$ cat src/rtl/dmtd_phavg.sv
// Per-channel DMTD phase averager. Each channel averages 2^AVGLOG phase samples
// around its first sample and tracks window spread to declare lock.
module dmtd_phavg_ch #(
  parameter int PWIDTH  = 16,
  parameter int AVGLOG  = 4,
  parameter int TOL     = 8,
  parameter int STABLEN = 3
) (
  input  logic              clk,
  input  logic              rstn,
  input  logic              enable,
  input  logic              stb,
  input  logic [PWIDTH-1:0] phase,
  output logic [PWIDTH-1:0] avg,
  output logic              stb_avg,
  output logic [PWIDTH:0]   spread,
  output logic              locked
);
  localparam int AW = PWIDTH + AVGLOG;
  localparam int NW = AVGLOG + 1;
  localparam int GW = $clog2(STABLEN + 1);
  localparam logic [NW-1:0] NLAST = NW'((1 << AVGLOG) - 1);

  typedef enum logic [1:0] {IDLE, REF, ACC} state_t;
  state_t st;

  logic [PWIDTH-1:0]        ref_q;
  logic signed [AW-1:0]     acc_q;
  logic signed [PWIDTH-1:0] mn_q, mx_q;
  logic [NW-1:0]            n_q;
  logic [GW-1:0]            good_q;

  logic signed [PWIDTH-1:0] d, mn_n, mx_n;
  logic signed [AW-1:0]     acc_n;
  logic [PWIDTH-1:0]        avg_n;
  logic [PWIDTH:0]          spread_n;
  logic [GW-1:0]            good_n;

  // Deviations are taken relative to the window's first sample, so modulo
  // wrap of the phase word only matters once, when the mean is re-based.
  assign d        = phase - ref_q;
  assign acc_n    = acc_q + $signed({{AVGLOG{d[PWIDTH-1]}}, d});
  assign mn_n     = (d < mn_q) ? d : mn_q;
  assign mx_n     = (d > mx_q) ? d : mx_q;
  assign avg_n    = ref_q + PWIDTH'(acc_n >>> AVGLOG);
  assign spread_n = {mx_n[PWIDTH-1], mx_n} - {mn_n[PWIDTH-1], mn_n};
  assign good_n   = (spread_n > (PWIDTH+1)'(TOL)) ? '0 :
                    (good_q == GW'(STABLEN))      ? good_q : good_q + GW'(1);

  always_ff @(posedge clk) begin
    if (!rstn) begin
      st      <= IDLE;
      ref_q   <= '0;
      acc_q   <= '0;
      mn_q    <= '0;
      mx_q    <= '0;
      n_q     <= '0;
      good_q  <= '0;
      avg     <= '0;
      spread  <= '0;
      stb_avg <= 1'b0;
      locked  <= 1'b0;
    end else begin
      stb_avg <= 1'b0;
      if (!enable) begin
        st     <= IDLE;
        good_q <= '0;
        locked <= 1'b0;
      end else begin
        case (st)
          IDLE: st <= REF;
          REF: if (stb) begin
            ref_q <= phase;
            acc_q <= '0;
            mn_q  <= '0;
            mx_q  <= '0;
            n_q   <= NW'(1);
            st    <= ACC;
          end
          ACC: if (stb) begin
            if (n_q == NLAST) begin
              avg     <= avg_n;
              spread  <= spread_n;
              stb_avg <= 1'b1;
              good_q  <= good_n;
              locked  <= (good_n == GW'(STABLEN));
              st      <= REF;
            end else begin
              acc_q <= acc_n;
              mn_q  <= mn_n;
              mx_q  <= mx_n;
              n_q   <= n_q + NW'(1);
            end
          end
          default: st <= IDLE;
        endcase
      end
    end
  end
endmodule

module dmtd_phavg #(
  parameter int NCH     = 4,
  parameter int PWIDTH  = 16,
  parameter int AVGLOG  = 4,
  parameter int TOL     = 8,
  parameter int STABLEN = 3
) (
  input  logic                    clk,
  input  logic                    rstn,
  input  logic                    enable,
  input  logic [NCH-1:0]          stb_phase,
  input  logic [NCH*PWIDTH-1:0]   phase,
  output logic [NCH*PWIDTH-1:0]   avg,
  output logic [NCH-1:0]          stb_avg,
  output logic [NCH*(PWIDTH+1)-1:0] spread,
  output logic [NCH-1:0]          locked,
  output logic                    alllocked
);
  for (genvar k = 0; k < NCH; k++) begin : g_ch
    dmtd_phavg_ch #(
      .PWIDTH(PWIDTH), .AVGLOG(AVGLOG), .TOL(TOL), .STABLEN(STABLEN)
    ) u_ch (
      .clk     (clk),
      .rstn    (rstn),
      .enable  (enable),
      .stb     (stb_phase[k]),
      .phase   (phase[k*PWIDTH +: PWIDTH]),
      .avg     (avg[k*PWIDTH +: PWIDTH]),
      .stb_avg (stb_avg[k]),
      .spread  (spread[k*(PWIDTH+1) +: PWIDTH+1]),
      .locked  (locked[k])
    );
  end

  always_ff @(posedge clk) begin
    if (!rstn) alllocked <= 1'b0;
    else       alllocked <= &locked;
  end
endmodule

$ cat config.mk
export PLATFORM = sky130hd
export DESIGN_NAME = dmtd_phavg
export DESIGN_NICKNAME = d
export VERILOG_FILES = /design/src/rtl/dmtd_phavg.sv
export SDC_FILE = /design/constraint.sdc
export NUM_CORES = 2
export LEC_CHECK = 0
export BUFFER_PORTS_ARGS = -buffer_cell sky130_fd_sc_hd__buf_2
export CAP_MARGIN = 20
export CORE_MARGIN = 4
export CORE_UTILIZATION = 40
export DETAILED_ROUTE_END_ITERATION = 10
export SETUP_SLACK_MARGIN = 0.1
export SLEW_MARGIN = 10
export SYNTH_ARGS = -nofsm -noshare
export SYNTH_HDL_FRONTEND = slang
export SYNTH_SLANG_ARGS = --single-unit
$ cat constraint.sdc
create_clock -name clk -period 11.97 [get_ports clk]
set_input_delay 3.591 -clock clk [delete_from_list [all_inputs] [get_ports clk]]
set_output_delay 3.591 -clock clk [all_outputs]
set_load 0.02 [all_outputs]
==> metrics <==
area growth from synthesis to final layout=12.4%; number of nets produced by synthesis=4,783; Synth async-reset ratio=0; DR vias/cell=~5.5; Synth area leaders=sky130_fd_sc_hd__dfxtp_1 (27%), sky130_fd_sc_hd__ha_1 (14%), sky130_fd_sc_hd__a21oi_1 (6.9%); cells after synthesis=4,319; total standard cell area after synthesis=approximately 33,000 um^2; Clock Path Buffers=3; post-synthesis sequential element count=approximately 450; initial core utilization=0.403; via count of the first global-routing pass=28,900; Setup TNS Final=0 ns; area fraction of the dominant cell type after synthesis=0.272; cell at the slowest stage of the critical path=sky130_fd_sc_hd__a2111oi_0; routed metal-1 wire length=44,700 um; largest net degree at the start of global routing=154; die height=296 um; setup violation total in the final timing report=0; sequential cell area=8990 um^2; Fill cells=8,247; Site Rows=105; count of buffers added by post-CTS timing repair for setup=0; antenna violations before repair=5; Top Layer Used=met5; area of the multi-input gates=22,200 um^2; clock slew at reported path FFs=0.06 ns; dominant combinational cell family by area after synthesis=compound AO/OA/AOI/OAI gates; xor and xnor fraction of the mapped netlist area=0.0599; max-cap check violation count=0; routed wire length on met2=42,900 um; number of DRC violations after detailed-routing iteration 0=1,889; Net count, final=~4,900; compound-cell area share of the yosys netlist=0.243; Die Width=296 um; total instance count after detailed placement=5,467; Num CTS Buffers=between 50 and 60; num ports=~210; GPL Wtd Cong=0.898; setup repair after global routing missed its margin=false; Yosys top cell by area=sky130_fd_sc_hd__dfxtp_1; highest-count cells in the layout ignoring fill and taps=sky130_fd_sc_hd__nand2_1 (524), sky130_fd_sc_hd__a21oi_1 (454), sky130_fd_sc_hd__nor2_1 (453); share of synthesized area spent on multiplexers=0.0132; run status=completed; Avg WL per Cell=17.2 um; htree depth=2; Worst slew margin=0.344; worst endpoint required time=12.49 ns; filler-free cell count of the finished design=5,572; final hold vios=0; min cycle time layout=10.93 ns; # hold bufs at CTS=0; share of cells above drive strength 1=0.106; largest fanout of any net on the critical path=8; clock net sink count=449; clock network latency to the later pin of the worst-skew pair=0.62 ns; Warnings, synthesis=0; number of cells upsized or downsized after cts=0; power density normalized to cell area=143 nW/um^2; class of the most critical setup path=in2reg; Antenna Violating Nets Remaining=0; count of distinct cell types in the synthesized netlist=113; Total GRT Usage=0.213; global-route wire length before repair=154,000 um; P_leak=15.0 nW; post-synthesis share of cell area spent on and, or, nand and nor gates=0.200; Max stage delay on crit path=0.48 ns; CTS Root Buffer Type=sky130_fd_sc_hd__clkbuf_16; sequential-to-total area share from yosys stat=0.272; startpoint type of the worst setup path=input pin; CP Data Arrival Time=about 11 ns; most common library cell in the layout ignoring fill and taps=sky130_fd_sc_hd__nand2_1; total half-perimeter wirelength after legalization and detailed placement=between 70,000 and 80,000 um; routed wl met3=4960 um; CTS tree=yes; overall overflow remaining after global route=0; core footprint=82,100 um^2; average footprint of a synthesized cell=~7.7 um^2; die footprint=87,400 um^2; number of optimization iterations in the first detailed-route pass=5; IR drop worst, VDD=0.102 mV; commonest register cell after synthesis=sky130_fd_sc_hd__dfxtp_1; Slew @ Worst Pin=0.983 ns; detailed-route DRC error count=0; number of enable-type register cells in the synthesized netlist=0; clk_skew=0.0213 ns; Total Wirelength=95,900 um; count of final max-slew check failures=0; DR vias=30,400; class of the tightest hold or removal check=reg2reg; maximum clock rate=91.5 MHz; number of buffer cells added on primary ports=211; adder-cell share of the synthesized area=0.153; ratio of final minimum period to clock period=0.913; Critical Path End Type=flip-flop; most prevalent standard cell on the critical path=sky130_fd_sc_hd__a21o_1
==> metal layers <==
layer	track usage	vias up
li1	-	15600
met1	0.285	14000
met2	0.351	675
met3	0.0366	185
met4	0.0703	8
met5	0	-
==> worst max-delay path, delay by kind of cell <==
kind / cells / cell delay (ns)
AOI/OAI and AO/OA: 23 / 5.08
and+or+nand+nor: 6 / 1.26
adders and majority gates: 4 / 1.06
xor gates and xnor gates: 1 / 0.25
buffers and inverters: 2 / 0.16
==> sequential cells by signal, indices dropped and copies added (netlist names) <==
signal,flops
g_ch.u_ch.mn_q,64
g_ch.u_ch.st,8
alllocked,1
g_ch.u_ch.good_q,8
g_ch.u_ch.stb_avg,4
g_ch.u_ch.locked,4
g_ch.u_ch.mx_q,64
g_ch.u_ch.avg,64
g_ch.u_ch.spread,68
g_ch.u_ch.acc_q,80
g_ch.u_ch.n_q,20
g_ch.u_ch.ref_q,64
==> Yosys cell counts, types with 46 or more instances <==
master and number:
sky130_fd_sc_hd__xor2_1 56, sky130_fd_sc_hd__clkbuf_1 157, sky130_fd_sc_hd__o21ai_0 166, sky130_fd_sc_hd__nand2_1 524, sky130_fd_sc_hd__a21oi_1 454, sky130_fd_sc_hd__nor2_1 458
sky130_fd_sc_hd__a31oi_1 56, sky130_fd_sc_hd__nand3_1 140, sky130_fd_sc_hd__xnor2_1 155, sky130_fd_sc_hd__dfxtp_1 449, sky130_fd_sc_hd__inv_1 311, sky130_fd_sc_hd__nor3_1 74
sky130_fd_sc_hd__ha_1 377, sky130_fd_sc_hd__a21o_1 65, sky130_fd_sc_hd__a211oi_1 46, sky130_fd_sc_hd__a22oi_1 70, sky130_fd_sc_hd__o21bai_1 46
==> layout make-up <==
| type | instances | area share |
|---|---|---|
| inverter | 313 | 0.0318 |
| clock buffer | 76 | 0.0435 |
| multi-input combinational | 3366 | 0.596 |
| antenna | 2 | 0.000134 |
| sequential | 449 | 0.242 |
| tap | 1070 | 0.0360 |
| timing repair buffer | 269 | 0.0404 |
| clock inverter | 27 | 0.0103 |
==> report_power, final <==
part           switching [W]  internal, W
Combinational        0.00119     0.000762
Sequential        0.00000759      0.00150
Clock               0.000715      0.00114
Total                0.00191      0.00340
==> worst paths after layout <==
check / startpoint / to / slack [ns] / cells after the start
max: phase[16] / g_ch[1].u_ch.good_q[1] / 1.04 / 36
min: g_ch[0].u_ch.avg[8] / g_ch[0].u_ch.avg[8] / 0.45 / 2
max reg2reg: g_ch[1].u_ch.ref_q[2] / g_ch[1].u_ch.good_q[1] / 3.76 / 34
min reg2reg: g_ch[0].u_ch.avg[8] / g_ch[0].u_ch.avg[8] / 0.45 / 2
==> cells by family after synthesis <==
| kind of cell | count (synthesis) |
|---|---|
| AOI/OAI and AO/OA | 1236 |
| buffers and inverters | 504 |
| and+or+nand+nor | 1475 |
| adders and majority gates | 396 |
| xor gates and xnor gates | 217 |
| muxes | 42 |
| DFF | 449 |
==> stage by stage <==
step                      instance area, um^2  worst slack (ns)  hold WS, ns  total power [W]  utilization
final                                   37200              1.04        0.446          0.00531        0.453
after floorplan                         33100              1.02        0.436          0.00300            -
after detailed placement                35200             0.403        0.441          0.00347        0.429
after global placement                  35200             0.607        0.435          0.00345        0.429
after CTS                               37200              1.07        0.450          0.00536        0.453
after global routing                    37200             0.348        0.463          0.00564        0.453
No activity file was read; power rests on OpenSTA's default activity.
